**src/rtl/octree_pkg.sv**
```systemverilog
// rtl/octree_pkg.sv - shared octree point packing, depth default and decoder state
package octree_pkg;

  localparam int X_MSB             = 63;
  localparam int Y_MSB             = 47;
  localparam int Z_MSB             = 31;
  localparam int COORD_W           = 16;
  localparam int MAX_DEPTH_DEFAULT = 14;

  typedef logic signed [COORD_W-1:0] coord_t;

  typedef enum logic [1:0] {
    IDLE,
    ITER,
    CENTER,
    OUT
  } dec_state_t;

  function automatic logic [63:0] pack_point(coord_t x, coord_t y, coord_t z);
    return {x, y, z, {(64 - 3*COORD_W){1'b0}}};
  endfunction

endpackage

```
**src/rtl/octant_decoder_if.sv**
```systemverilog
// rtl/octant_decoder_if.sv - request/response bundle of the octant decoder
interface octant_decoder_if #(
  parameter int CODE_W = 42
);
  logic [63:0]       i_near_bottom_left;
  logic [63:0]       i_far_top_right;
  logic [CODE_W-1:0] i_code;
  logic [3:0]        i_code_depth;
  logic              i_valid;
  logic              o_ready;
  logic [63:0]       o_point;
  logic              o_valid;
  logic              i_ready;

  modport master (
    output i_near_bottom_left, i_far_top_right, i_code, i_code_depth, i_valid, i_ready,
    input  o_ready, o_point, o_valid
  );

  modport slave (
    input  i_near_bottom_left, i_far_top_right, i_code, i_code_depth, i_valid, i_ready,
    output o_ready, o_point, o_valid
  );
endinterface

```
**src/rtl/octant_axis_step.sv**
```systemverilog
// rtl/octant_axis_step.sv - single-axis halving step: keeps the upper or lower half
module octant_axis_step
  import octree_pkg::*;
(
  input  coord_t cur_min,
  input  coord_t cur_max,
  input  logic   upper,
  output coord_t mid,
  output coord_t new_min,
  output coord_t new_max
);

  // 17-bit sum so the midpoint never overflows; >>> floors toward -inf
  logic signed [COORD_W:0] sum;
  logic signed [COORD_W:0] half;

  assign sum     = {cur_min[COORD_W-1], cur_min} + {cur_max[COORD_W-1], cur_max};
  assign half    = sum >>> 1;
  assign mid     = half[COORD_W-1:0];
  assign new_min = upper ? mid : cur_min;
  assign new_max = upper ? cur_max : mid;

endmodule

```
**src/rtl/octant_decoder.sv**
```systemverilog
// rtl/octant_decoder.sv - walks an octant path down a bounding box and emits the voxel centre
module octant_decoder
  import octree_pkg::*;
#(
  parameter int MAX_DEPTH = MAX_DEPTH_DEFAULT,
  parameter int CODE_W    = 3*MAX_DEPTH
) (
  input  logic             i_clk,
  input  logic             i_rst_n,
  input  logic             i_en,
  octant_decoder_if.slave  bus
);

  dec_state_t        state_q, state_d;
  logic [3:0]        lvl_q, depth_q, depth_clamped;
  logic [CODE_W-1:0] code_q;
  coord_t            min_q [3];
  coord_t            max_q [3];
  coord_t            mid_w [3];
  coord_t            nmin_w[3];
  coord_t            nmax_w[3];
  logic [63:0]       point_q;
  logic              accept, last_lvl;
  logic              unused_pad;

  assign bus.o_ready   = i_rst_n && i_en && (state_q == IDLE);
  assign bus.o_valid   = (state_q == OUT);
  assign bus.o_point   = point_q;
  assign accept        = bus.o_ready && bus.i_valid;
  assign depth_clamped = (bus.i_code_depth > 4'(MAX_DEPTH)) ? 4'(MAX_DEPTH) : bus.i_code_depth;
  assign last_lvl      = (lvl_q == depth_q - 4'd1);
  assign unused_pad    = ^{bus.i_near_bottom_left[15:0], bus.i_far_top_right[15:0]};

  // the current level always sits in the top three bits of code_q (x, y, z)
  for (genvar a = 0; a < 3; a++) begin : g_axis
    octant_axis_step u_step (
      .cur_min (min_q[a]),
      .cur_max (max_q[a]),
      .upper   (code_q[CODE_W-1-a]),
      .mid     (mid_w[a]),
      .new_min (nmin_w[a]),
      .new_max (nmax_w[a])
    );
  end

  always_ff @(posedge i_clk or negedge i_rst_n) begin
    if (!i_rst_n) state_q <= IDLE;
    else          state_q <= state_d;
  end

  always_comb begin
    state_d = state_q;
    if (!i_en) begin
      state_d = IDLE;
    end else begin
      case (state_q)
        IDLE:    if (accept) state_d = (depth_clamped != 4'd0) ? ITER : CENTER;
        ITER:    if (last_lvl) state_d = CENTER;
        CENTER:  state_d = OUT;
        OUT:     if (bus.i_ready) state_d = IDLE;
        default: state_d = IDLE;
      endcase
    end
  end

  always_ff @(posedge i_clk or negedge i_rst_n) begin
    if (!i_rst_n) begin
      lvl_q   <= '0;
      depth_q <= '0;
      code_q  <= '0;
      point_q <= '0;
      for (int a = 0; a < 3; a++) begin
        min_q[a] <= '0;
        max_q[a] <= '0;
      end
    end else if (i_en) begin
      case (state_q)
        IDLE: begin
          if (accept) begin
            depth_q  <= depth_clamped;
            code_q   <= bus.i_code;
            lvl_q    <= '0;
            min_q[0] <= bus.i_near_bottom_left[X_MSB -: COORD_W];
            min_q[1] <= bus.i_near_bottom_left[Y_MSB -: COORD_W];
            min_q[2] <= bus.i_near_bottom_left[Z_MSB -: COORD_W];
            max_q[0] <= bus.i_far_top_right[X_MSB -: COORD_W];
            max_q[1] <= bus.i_far_top_right[Y_MSB -: COORD_W];
            max_q[2] <= bus.i_far_top_right[Z_MSB -: COORD_W];
          end
        end
        ITER: begin
          min_q  <= nmin_w;
          max_q  <= nmax_w;
          code_q <= code_q << 3;
          lvl_q  <= last_lvl ? 4'd0 : lvl_q + 4'd1;
        end
        CENTER:  point_q <= pack_point(mid_w[0], mid_w[1], mid_w[2]);
        default: ;
      endcase
    end
  end

endmodule

```
**src/flat_wrapper.sv**
```systemverilog
// flat-port wrapper written by rule: the top's interface ports become plain ports
module octant_decoder_flat import octree_pkg::*;
#(
  parameter int MAX_DEPTH = MAX_DEPTH_DEFAULT,
  parameter int CODE_W    = 3*MAX_DEPTH
)
  (i_clk, i_rst_n, i_en, bus_i_near_bottom_left, bus_i_far_top_right, bus_i_code, bus_i_code_depth, bus_i_valid, bus_i_ready, bus_o_ready, bus_o_point, bus_o_valid);
  octant_decoder_if #(.CODE_W(CODE_W)) bus_i ();
  input  logic i_clk;
  input  logic i_rst_n;
  input  logic i_en;
  input wire logic [$bits(bus_i.i_near_bottom_left)-1:0] bus_i_near_bottom_left;
  input wire logic [$bits(bus_i.i_far_top_right)-1:0] bus_i_far_top_right;
  input wire logic [$bits(bus_i.i_code)-1:0] bus_i_code;
  input wire logic [$bits(bus_i.i_code_depth)-1:0] bus_i_code_depth;
  input wire logic [$bits(bus_i.i_valid)-1:0] bus_i_valid;
  input wire logic [$bits(bus_i.i_ready)-1:0] bus_i_ready;
  output wire logic [$bits(bus_i.o_ready)-1:0] bus_o_ready;
  output wire logic [$bits(bus_i.o_point)-1:0] bus_o_point;
  output wire logic [$bits(bus_i.o_valid)-1:0] bus_o_valid;
  assign bus_i.i_near_bottom_left = bus_i_near_bottom_left;
  assign bus_i.i_far_top_right = bus_i_far_top_right;
  assign bus_i.i_code = bus_i_code;
  assign bus_i.i_code_depth = bus_i_code_depth;
  assign bus_i.i_valid = bus_i_valid;
  assign bus_i.i_ready = bus_i_ready;
  assign bus_o_ready = bus_i.o_ready;
  assign bus_o_point = bus_i.o_point;
  assign bus_o_valid = bus_i.o_valid;
  octant_decoder #(.MAX_DEPTH(MAX_DEPTH), .CODE_W(CODE_W)) u_core (.i_clk(i_clk), .i_rst_n(i_rst_n), .i_en(i_en), .bus(bus_i));
endmodule
```
**config.mk**
```make
export PLATFORM = sky130hd
export DESIGN_NAME = octant_decoder_flat
export DESIGN_NICKNAME = d
export VERILOG_FILES = /design/src/rtl/octree_pkg.sv /design/src/rtl/octant_decoder_if.sv /design/src/rtl/octant_axis_step.sv /design/src/rtl/octant_decoder.sv /design/src/flat_wrapper.sv
export SDC_FILE = /design/constraint.sdc
export NUM_CORES = 1
export LEC_CHECK = 0
export CAP_MARGIN = 20
export CORE_MARGIN = 2
export CORE_UTILIZATION = 55
export CTS_BUF_LIST = sky130_fd_sc_hd__clkbuf_16
export CTS_CLUSTER_DIAMETER = 30
export CTS_CLUSTER_SIZE = 20
export DETAILED_ROUTE_END_ITERATION = 10
export PLACE_DENSITY_LB_ADDON = 0.15
export SLEW_MARGIN = 30
export SYNTH_ARGS = -nofsm -noshare
export SYNTH_HDL_FRONTEND = slang
export SYNTH_SLANG_ARGS = --single-unit
```
**constraint.sdc**
```tcl
create_clock -name i_clk -period 6.2 [get_ports i_clk]
set_clock_uncertainty 0.2 [all_clocks]
set_input_delay 1.24 -clock i_clk [delete_from_list [all_inputs] [get_ports i_clk]]
set_output_delay 1.24 -clock i_clk [all_outputs]
set_load 0.05 [all_outputs]
```
==> flow_metrics.py <==
metrics = {
    "global_route": {
        "busiest_layer": "met2",
        "grt_use_met2_pct": 43.6,
        "grt-ovfl-total": 0,
        "grt.total_usage_pct": 25.8,
        "grt_max_degree": 100,
        "grt_first_pass_wirelength_um": 42500,
        "antenna_found_initial": 2,
        "use_met3_pct": 6.03,
        "grt_pass1_vias": 8700,
        "grtUsageMet1_pct": 33.7,
    },
    "yosys": {
        "synth_edf_count": 0,
        "yosysWarningCount": 0,
        "async_flop_share_pct": 100,
        "syn_area_per_cell_um2": 9.49,
        "synth_cell_types": 64,
        "synthCells": 1145,
        "ys_seq_area_share_pct": 45.2,
        "ys.flop_type": "dfrtp_1",
        "syn_area_um2": 10900,
        "ys_ff_latch": 196,
    },
    "placement": {
        "place.gp.congestion": 0.893,
        "place_hpwl_um": 18200,
        "post_dp_cell_area_um2": 13000,
        "place_inst": 1562,
        "portBuffers": 196,
    },
    "timing": {
        "timing.fmax_ghz": 0.220,
        "max_slew_margin_pct": 34.8,
        "setup_tns_ns": 0,
        "rsz0062_at_grt": "false",
        "final-hold-violation-count": 0,
        "tightest_slew_ns": 0.977,
        "final_max_slew_viol_count": 0,
        "whs_ns": 0.278,
        "setup_viol_count_final": 0,
        "min_period_ns": 4.54,
        "min_period_over_period_pct": 73.3,
    },
    "cells_and_area": {
        "fin_nets": 1550,
        "drive_gt1_share_pct": 7.83,
        "final_area_um2": 13600,
        "layout_common_cells": "196 x dfrtp_1, 195 x clkdlybuf4s50_1, 173 x nand2_1, 150 x o21ai_0, 87 x a21oi_1",
        "layoutNonFillerInstCount": 1595,
        "final_common_cell": "dfrtp_1",
        "area_growth_pct": 25.1,
    },
    "clock_tree": {
        "cts_tree": "yes",
        "cts.repair.resized": 0,
        "clkLatencyLatePin_ns": 0.44,
        "cts_setup_buffers": 0,
        "path_clk_slew_ns": 0.08,
        "ctsHoldBuffers": 0,
        "cts_buffers": 17,
        "htree_levels": 4,
        "cts_root_buf": "clkbuf_16",
        "cts.sinks": 196,
        "cts.path.max_buffers": 2,
    },
    "floorplanning": {
        "die_w_um": 145,
        "floorplan.initialDensity_pct": 56.0,
        "io_pins": 245,
        "design.die.area_um2": 20900,
        "placementRows": 51,
        "die_h_um": 145,
        "core_area_um2": 19400,
    },
    "worst_setup_path": {
        "ff2ff_setup_slack_ns": 2.34,
        "worst-endpoint-arrival_ns": 3.10,
        "crit_path_start": "i_en",
        "r2r-end": "u_core.min_q[31]$_DFFE_PN0P_",
        "start_kind": "primary input",
        "end_kind": "output port",
        "critical_path_class": "in2out",
        "critPathRequiredTime_ns": 4.76,
        "reg2reg_depth": 8,
        "worst_setup_path_endpoint": "bus_o_ready",
        "critPathMaxFanout": 10,
        "reg2reg_from": "u_core.state_q[1]$_DFFE_PN0P_",
    },
    "status": {
        "outcome": "finished clean",
    },
    "power_and_ir_drop": {
        "cellPowerDensity_nw_per_um2": 615,
        "power_mw": 8.36,
        "irDropWorstVdd_v": 0.000364,
        "p_leak_nw": 5.84,
    },
    "detailed_routing": {
        "via_per_inst": 5.55,
        "wl_per_cell_um": 16.5,
        "initialDrtViolationCount": 550,
        "post-route-drc-count": 0,
        "detail_route.wirelength_um": 26300,
        "drtPass1Iterations": 5,
        "drtAntennaViolNets": 0,
        "via_count": 8848,
    },
    "min_path": {
        "hold_class": "reg2reg",
    },
    "job": {
        "max-cap-violations": 0,
    },
}
-- synthesized netlist by cell type (9+ instances only) --
library cell,n,area [µm²]
ha_1,52,651
mux2_2,36,405
xnor2_1,27,236
buf_4,16,120
nor2_1,71,267
and2_1,11,68.8
nand2_1,174,653
a31oi_1,20,125
nor2b_1,9,56.3
o21ai_0,150,751
a21o_1,12,90.1
a21oi_1,88,440
o211ai_1,9,67.6
clkbuf_1,43,161
dfrtp_1,196,4900
inv_1,25,93.8
mux2i_1,77,771
xor2_1,15,131
-- logic make-up after synthesis --
logic type	share of synthesized area [%]
other	0.0345
buffers and inverters	4.01
AOI/OAI and AO/OA	17.5
DFF	45.2
adders and majority gates	6.54
and+or+nand+nor	12.6
muxes	10.8
xor gates and xnor gates	3.39
-- registers in the layout (all words and copies together) (netlist names) --
signal              flops
u_core.lvl_q            4
u_core.max_q           48
u_core.code_q          42
u_core.state_q          2
u_core.min_q           48
u_core.depth_q          4
u_core.bus.o_point     48
-- metal layers --
metal / share of wire, % / vias to the layer above
li1: - / 4346
met1: 44 / 4237
met2: 48 / 232
met3: 5.9 / 31
met4: 1.6 / 2
met5: 0.049 / -
-- critical path: stages --
cell	delay, ns
clkdlybuf4s50_1	0.77
and3_1	0.28
clkdlybuf4s50_1	0.81
-- cell type report --
cell class	count	area, µm²
Clock inverter	15	179
Sequential cell	196	4900
Tap cell	265	332
Antenna cell	1	2.50
Clock buffer	17	425
Timing Repair Buffer	206	2050
Fill cell	1568	5810
Multi-Input combinational cell	870	5600
Inverter	25	93.8
-- worst min-delay path by stage --
stage / from / endpoint / depth (start not counted)
2_1_floorplan: u_core.code_q[0]$_DFFE_PN0P_ / u_core.code_q[0]$_DFFE_PN0P_ / 2
3_3_place_gp: u_core.code_q[34]$_DFFE_PN0P_ / u_core.code_q[34]$_DFFE_PN0P_ / 2
3_5_place_dp: u_core.bus.o_point[62]$_DFFE_PN0P_ / u_core.bus.o_point[62]$_DFFE_PN0P_ / 2
4_1_cts: u_core.bus.o_point[62]$_DFFE_PN0P_ / u_core.bus.o_point[62]$_DFFE_PN0P_ / 2
5_1_grt: u_core.bus.o_point[55]$_DFFE_PN0P_ / u_core.bus.o_point[55]$_DFFE_PN0P_ / 2
6_report: u_core.bus.o_point[28]$_DFFE_PN0P_ / u_core.bus.o_point[28]$_DFFE_PN0P_ / 2
-- stage by stage --
step	utilization (%)	setup slack (ns)
after floorplan	-	2.74
after global placement	66.9	1.70
after CTS	70.0	1.65
after global routing	70.0	1.61
final	70.1	1.66
after detailed placement	66.9	1.66
-- power breakdown --
part           total (mW)  switching [mW]  internal (mW)
combinational        4.95            3.00           1.95
sequential           2.26           0.367           1.89
clock                1.14           0.559          0.584
total                8.36            3.93           4.43
Power figures use the tool's default switching activity.
